===== src/rtl/efuse_prog_ctrl.sv =====
// rtl/efuse_prog_ctrl.sv - eFuse word programming sequencer (one fuse at a time)
// Optional: EFUSE_SKIP_ZERO_EN skips SETUP/STROBE/HOLD for zero bits.
module efuse_prog_ctrl #(
  parameter int NW   = 64,
  parameter int WSEL = 256 / NW,
  localparam int SW  = (WSEL > 1) ? $clog2(WSEL) : 1,
  localparam int IW  = (NW > 1) ? $clog2(NW) : 1
) (
  input  logic          clk,
  input  logic          rst,
  input  logic [9:0]    rg_efuse_tpgm,
  input  logic [SW-1:0] write_sel,
  input  logic [NW-1:0] write_data,
  input  logic          write_start,
  output logic          write_done,
  output logic          busy_write,
  output logic          efuse_pgmen_o,
  output logic          efuse_rden_o,
  output logic          efuse_aen_o,
  output logic [7:0]    efuse_addr_o
);

  if (NW * WSEL != 256) begin : g_bad_geometry
    $error("efuse_prog_ctrl: NW*WSEL must equal 256");
  end
  if ((NW & (NW - 1)) != 0) begin : g_bad_nw
    $error("efuse_prog_ctrl: NW must be a power of two");
  end

  typedef enum logic [2:0] {
    IDLE, SCAN, SETUP, STROBE, HOLD, DONE
  } state_t;

  state_t        state_q, state_d;
  logic [IW-1:0] idx_q, idx_d;
  logic [NW-1:0] data_q, data_d;
  logic [SW-1:0] sel_q, sel_d;
  logic [9:0]    tpgm_q, tpgm_d;
  logic [9:0]    cnt_q, cnt_d;
  logic          done_q, done_d;
  logic          busy_q, busy_d;
  logic          pgmen_q, pgmen_d;
  logic          aen_q, aen_d;
  logic [7:0]    addr_q, addr_d;
  logic [9:0]    t_val;
  logic          last_bit;
  logic          pgm_win;

  assign t_val    = (tpgm_q == 10'd0) ? 10'd1 : tpgm_q;
  assign last_bit = (idx_q == IW'(NW - 1));

  always_comb begin
    state_d = state_q;
    idx_d   = idx_q;
    data_d  = data_q;
    sel_d   = sel_q;
    tpgm_d  = tpgm_q;
    cnt_d   = cnt_q;
    case (state_q)
      IDLE: begin
        if (write_start) begin
          data_d  = write_data;
          sel_d   = write_sel;
          tpgm_d  = rg_efuse_tpgm;
          idx_d   = '0;
          state_d = SCAN;
        end
      end
      SCAN: begin
`ifdef EFUSE_SKIP_ZERO_EN
        if (data_q[idx_q]) begin
          state_d = SETUP;
        end else if (last_bit) begin
          state_d = DONE;
        end else begin
          idx_d = idx_q + 1'b1;
        end
`else
        state_d = SETUP;
`endif
      end
      SETUP: begin
        cnt_d   = t_val;
        state_d = STROBE;
      end
      STROBE: begin
        if (cnt_q <= 10'd1) begin
          state_d = HOLD;
        end else begin
          cnt_d = cnt_q - 10'd1;
        end
      end
      HOLD: begin
        if (last_bit) begin
          state_d = DONE;
        end else begin
          idx_d   = idx_q + 1'b1;
          state_d = SCAN;
        end
      end
      DONE:    state_d = IDLE;
      default: state_d = IDLE;
    endcase

    // Outputs are registered, so they are decoded from the next state.
    pgm_win = (state_d == SETUP) || (state_d == STROBE) || (state_d == HOLD);
    busy_d  = (state_d != IDLE);
    done_d  = (state_d == DONE);
    pgmen_d = pgm_win;
    aen_d   = (state_d == STROBE) && data_d[idx_d];
    addr_d  = pgm_win ? 8'({sel_d, idx_d}) : 8'd0;
  end

  always_ff @(posedge clk or posedge rst) begin
    if (rst) begin
      state_q <= IDLE;
      idx_q   <= '0;
      data_q  <= '0;
      sel_q   <= '0;
      tpgm_q  <= '0;
      cnt_q   <= '0;
      done_q  <= 1'b0;
      busy_q  <= 1'b0;
      pgmen_q <= 1'b0;
      aen_q   <= 1'b0;
      addr_q  <= '0;
    end else begin
      state_q <= state_d;
      idx_q   <= idx_d;
      data_q  <= data_d;
      sel_q   <= sel_d;
      tpgm_q  <= tpgm_d;
      cnt_q   <= cnt_d;
      done_q  <= done_d;
      busy_q  <= busy_d;
      pgmen_q <= pgmen_d;
      aen_q   <= aen_d;
      addr_q  <= addr_d;
    end
  end

  assign write_done    = done_q;
  assign busy_write    = busy_q;
  assign efuse_pgmen_o = pgmen_q;
  assign efuse_aen_o   = aen_q;
  assign efuse_addr_o  = addr_q;
  assign efuse_rden_o  = 1'b0;

endmodule


===== config.mk =====
export PLATFORM = sky130hd
export DESIGN_NAME = efuse_prog_ctrl
export DESIGN_NICKNAME = d
export VERILOG_FILES = /design/src/rtl/efuse_prog_ctrl.sv
export SDC_FILE = /design/constraint.sdc
export NUM_CORES = 1
export LEC_CHECK = 0
export BUFFER_PORTS_ARGS = -buffer_cell sky130_fd_sc_hd__clkbuf_2
export CAP_MARGIN = 20
export CELL_PAD_IN_SITES_DETAIL_PLACEMENT = 0
export CELL_PAD_IN_SITES_GLOBAL_PLACEMENT = 1
export CORE_UTILIZATION = 45
export DETAILED_ROUTE_END_ITERATION = 10
export GPL_TIMING_DRIVEN = 1
export HOLD_SLACK_MARGIN = 0.06
export PLACE_DENSITY_LB_ADDON = 0.1
export SYNTH_ARGS = -nofsm -noshare
export SYNTH_HDL_FRONTEND = slang
export SYNTH_SLANG_ARGS = --single-unit

===== constraint.sdc =====
create_clock -name clk -period 10.8 [get_ports clk]
set_input_delay 2.7 -clock clk [delete_from_list [all_inputs] [get_ports clk]]
set_output_delay 2.7 -clock clk [all_outputs]
set_load 0.02 [all_outputs]

# Word-level counts from Yosys, hierarchy flattened
# Cells that the tools add are included.
# totals
n_memories	0
out_inout_bits	13
latch_bits	0
romBits	0
word_cells	51
ff_bits	107
ramBits	0
# classes
n_lt_le_gt_ge	2
div_mod_pow	0
shift	0
bitwise	0
muxes	17
eq_ne	10
n_reduce_logical	9
n_addsub	2
mul	0
# op_table
cell	n
$mux W64	2
$mux W10	2
$pmux W10 S2	1
$pmux W3 S5	1
$eq A3 B2 Y1 const B	4
$mux W6	2
$pmux W6 S2	1
$le A10 B1 Y1 const B	1
$logic_not A10 Y1	1
$sub A10 B1 Y10 const B	1
$eq A3 B3 Y1 const B	3
$mux W3	3
$mux W8	1
$lt A6 B7 Y1 const B	1
$add A6 B1 Y6 const B	1
$bmux W1 S6	1
$eq A6 B6 Y1 const B	1
$mux W2	2
$reduce_and A2 Y1	2
$eq A3 B1 Y1 const B	1
$logic_not A3 Y1	1
$reduce_bool A3 Y1	1
$logic_or A1 B1 Y1	2
$ne A2 B2 Y1 const B	1
other kinds (3)	3

# Longest topological paths before layout
# depth
depth_word	7
mapped_depth	11

# Least setup slack after synthesis
# OpenSTA, ideal clock, no wires.
# synth_path
path_kind	input port to flip-flop
from	input port write_start
to	register aen_q, in the netlist efuse_aen_o
path_slack_ns	6.255
setup_ns	0.101
arrival_time_ns	4.445
n_path_buf	1
stages	9
t_required_ns	10.699
path_cell_list	or3b_2 > nor2_1 > buf_2 > nand2_1 > nand3_1 > o21ai_0 > and3_1 > or4_1 > o311ai_2
# synth_between
elab_chain_len	5
# synth_rtl
element	line_no	text
from (decl)	14	input logic write_start,
$mux W6 or $mux W64 (tied branches)	61	if (write_start) begin
$pmux W6 S2 or $mux W64 (tied branches)	59	case (state_q)
$bmux W1 S6	110	aen_d = (state_d == STROBE) && data_d[idx_d];
$mux W1 (not written as such)	110	
$logic_and A1 B1 Y1 (*)	110	
named net aen_d	43	logic aen_q, aen_d;
to (signal assigned)	137	aen_q <= aen_d;
to (decl)	43	
# Mark *: on every way through the listed nets, which the timed path passes. The rest lies on a longest branch. The select of a mux whose other input is x is not followed.
# A chain may end at the register's enable or synchronous reset.

# Final worst setup path
# Same ends and word-level chain as after synthesis.

==> run summary <==
Rows - 38
largest family of logic cells by synthesized area - simple AND/OR/NAND/NOR gates
final worst path period share - 0.471
total negative slack - 0 ns
relative slew slack - 0.424
complex-gate fraction of the synthesized area - 0.119
P_leak - 3.22 nW
register area share after synthesis - 0.517
final worst slack - 5.71 ns
Die Wd - 109 um
post-synthesis mux area share - 0.0551
xor-xnor portion of the synthesized cell area - 0
fillcell total - 1078
Num Clock Sinks - 107
Yosys warnings - 0
placed cell areas - 5680 sq um
number of synthesized flops with an enable pin - 0
simple-gate share of the synthesized area - 0.261
Worst Max-Slew Pin Slew - 0.863 ns
area share of the largest cell type after synthesis - 0.517
worst vdd ir - 0.110 mV
vias in the first global route - 4079
dpl ws - 5.37 ns
Synth area leaders - dfrtp_1 (52%), nand2_1 (17%), mux2i_1 (4.6%)
RSZ-0062 raised after global routing - no
area of the multi-input gates - 2310 sq um
Cell variety after synth - 63
Initial Util - 0.469
Area growth syn-to-layout - 16.7%
worst skew pair latency - 0.35 ns
CTS buffer count - 9
WL final - 12200 um
Clock Skews - 0.00625 ns
DRT Pass-1 Iters - 4
H-tree depth - 3
synthesized area - 5180 sq um
CTS Root Cell - clkbuf_16
Syn Nets - 672
PwrDens - 165 nW/um^2
crit end category - flip-flop
global-route wire length before repair - 20100 um
clock slew at reported path FFs - 0.07 ns
Core Area - 11000 sq um
postcts setup bufs - 0
Synth Area in Adders - 0.00725
Worst EP arrival - 5.31 ns
design area - 6040 sq um
WL per Instance - 15.1 um
post_cts resized - 0
grt total ovfl - 0
Synth Area per Inst - 8.77 sq um
Via Count - 4245
Post-Syn Instances - 590
Via density - 5.25
detailed-route DRC error count - 0
GPL Wtd Cong - 0.840
hold buffers post-CTS - 0
share of post-route cells with drive strength above 1 - 0.195
worst-path maximum fanout - 33
Die Span Y - 109 um
maximum clock rate - 196 MHz
critical path launch point type - input port
Sequential Area - 2680 sq um
pin count of the biggest net entering global routing - 86
Worst Hold Class - reg2reg
DRC marker count from the first detailed-route iteration - 191
total of max-cap violations - 0
Seq cells post-synth - 107
Post-DP HPWL - 8340 um
Worst Path Required - 11.02 ns
final hold vios - 0
initial antenna violation count - 0
critical path type - in2reg
Main synth FF type - dfrtp_1
port bufs - 90
CTS tree - built
fin nets - 745
CTS Buffer Depth - 2
# IOs - 92
DRT antenna net count - 0
final slew viol count - 0
post-synth top area cell - dfrtp_1
GRT Total Usage - 0.222
Final Setup Violations - 0
Tmin final - 5.09 ns
ANT cells - 0
Die Area - 11900 sq um
ys async rst share - 1.00
outcome - completed
[state kept, by name, summed over array words and instances (netlist names)]
register       flops
write_done         1
sel_q              2
idx_q              6
data_q            64
tpgm_q            10
state_q            3
cnt_q             10
efuse_aen_o        1
efuse_addr_o       8
efuse_pgmen_o      1
busy_write         1
[cell families after synthesis]
| kind of cell | count (synthesis) |
|---|---|
| simple gates | 316 |
| flops | 107 |
| compound gates | 91 |
| buf+inv | 44 |
| mux | 28 |
| fa+ha+maj | 3 |
| other cells | 1 |
[cells in the mapped netlist, types with 3 or more instances]
| cell type | count |
|---|---|
| o21ai_0 | 23 |
| dfrtp_1 | 107 |
| a21o_1 | 4 |
| buf_1 | 3 |
| o31ai_1 | 3 |
| nand2_1 | 233 |
| and2_1 | 5 |
| mux2_2 | 4 |
| nor3_1 | 10 |
| or3_1 | 4 |
| o221ai_1 | 4 |
| nor4_1 | 5 |
| a211oi_1 | 3 |
| mux2i_1 | 24 |
| o211ai_1 | 4 |
| inv_1 | 10 |
| ha_1 | 3 |
| buf_2 | 5 |
| nand3_1 | 9 |
| nor2_1 | 25 |
| a21oi_1 | 25 |
| and3_1 | 4 |
| clkbuf_1 | 20 |
[metal layers]
metal | wire length [um] | global-route usage | part of all wire
met2 | 5720 | 0.353 | 0.47
met5 | 0 | 0 | 0
met4 | 155 | 0.0610 | 0.013
met1 | 5670 | 0.298 | 0.47
met3 | 622 | 0.0604 | 0.051
[final cells by class]
| class | count | area share |
|---|---|---|
| Multi-Input combinational cell | 439 | 0.382 |
| Sequential cell | 107 | 0.443 |
| Inverter | 11 | 0.00725 |
| Clock inverter | 5 | 0.0139 |
| Tap cell | 140 | 0.0290 |
| Clock buffer | 11 | 0.0418 |
| Timing Repair Buffer | 95 | 0.0829 |
[report_power, final]
group | internal, mW | total [mW] | switching (mW)
clock | 0.217 | 0.366 | 0.149
combinational | 0.0657 | 0.152 | 0.0868
sequential | 0.445 | 0.480 | 0.0351
[worst paths after layout]
kind / start / end / slack (ns) / cells after the start
max: write_start / efuse_aen_o$_DFF_PP0_ / 5.71 / 9
min: data_q[58]$_DFF_PP0_ / data_q[58]$_DFF_PP0_ / 0.47 / 2
max reg2reg: state_q[2]$_DFF_PP0_ / efuse_aen_o$_DFF_PP0_ / 7.28 / 8
min reg2reg: data_q[58]$_DFF_PP0_ / data_q[58]$_DFF_PP0_ / 0.47 / 2
max in group asynchronous: rst / data_q[42]$_DFF_PP0_ / 7.42 / 4
min in group asynchronous: rst / sel_q[1]$_DFF_PP0_ / 2.30 / 2
[worst max-delay path, stage by stage]
cell and delay, ns:
clkbuf_2 0.09, nor2_1 0.09, o31ai_2 0.55, nand3_4 0.59, mux2_2 0.46, a2111oi_0 0.40
o21a_1 0.17, o32a_1 0.15, o311ai_2 0.10
[cells in the final DEF (no fill, tap or decap), types with 5 or more instances in the layout]
master / instances
o21ai_0: 23
inv_1: 9
dfrtp_1: 107
nand2_1: 233
a21oi_1: 25
and2_1: 5
mux2i_1: 24
nor2_1: 24
nand3_1: 9
clkbuf_16: 9
nor3_1: 10
clkbuf_2: 90
nor4_1: 5
[through the flow]
stage	hold slack [ns]	utilization	total power, mW	instances
after global routing	0.503	0.548	1.05	808
after detailed placement	0.455	0.515	0.639	791
final	0.469	0.548	0.998	808
after CTS	0.473	0.546	1.01	807
after global placement	0.452	0.515	0.634	791
after floorplan	0.433	-	0.590	590
Power figures use the tool's default switching activity.
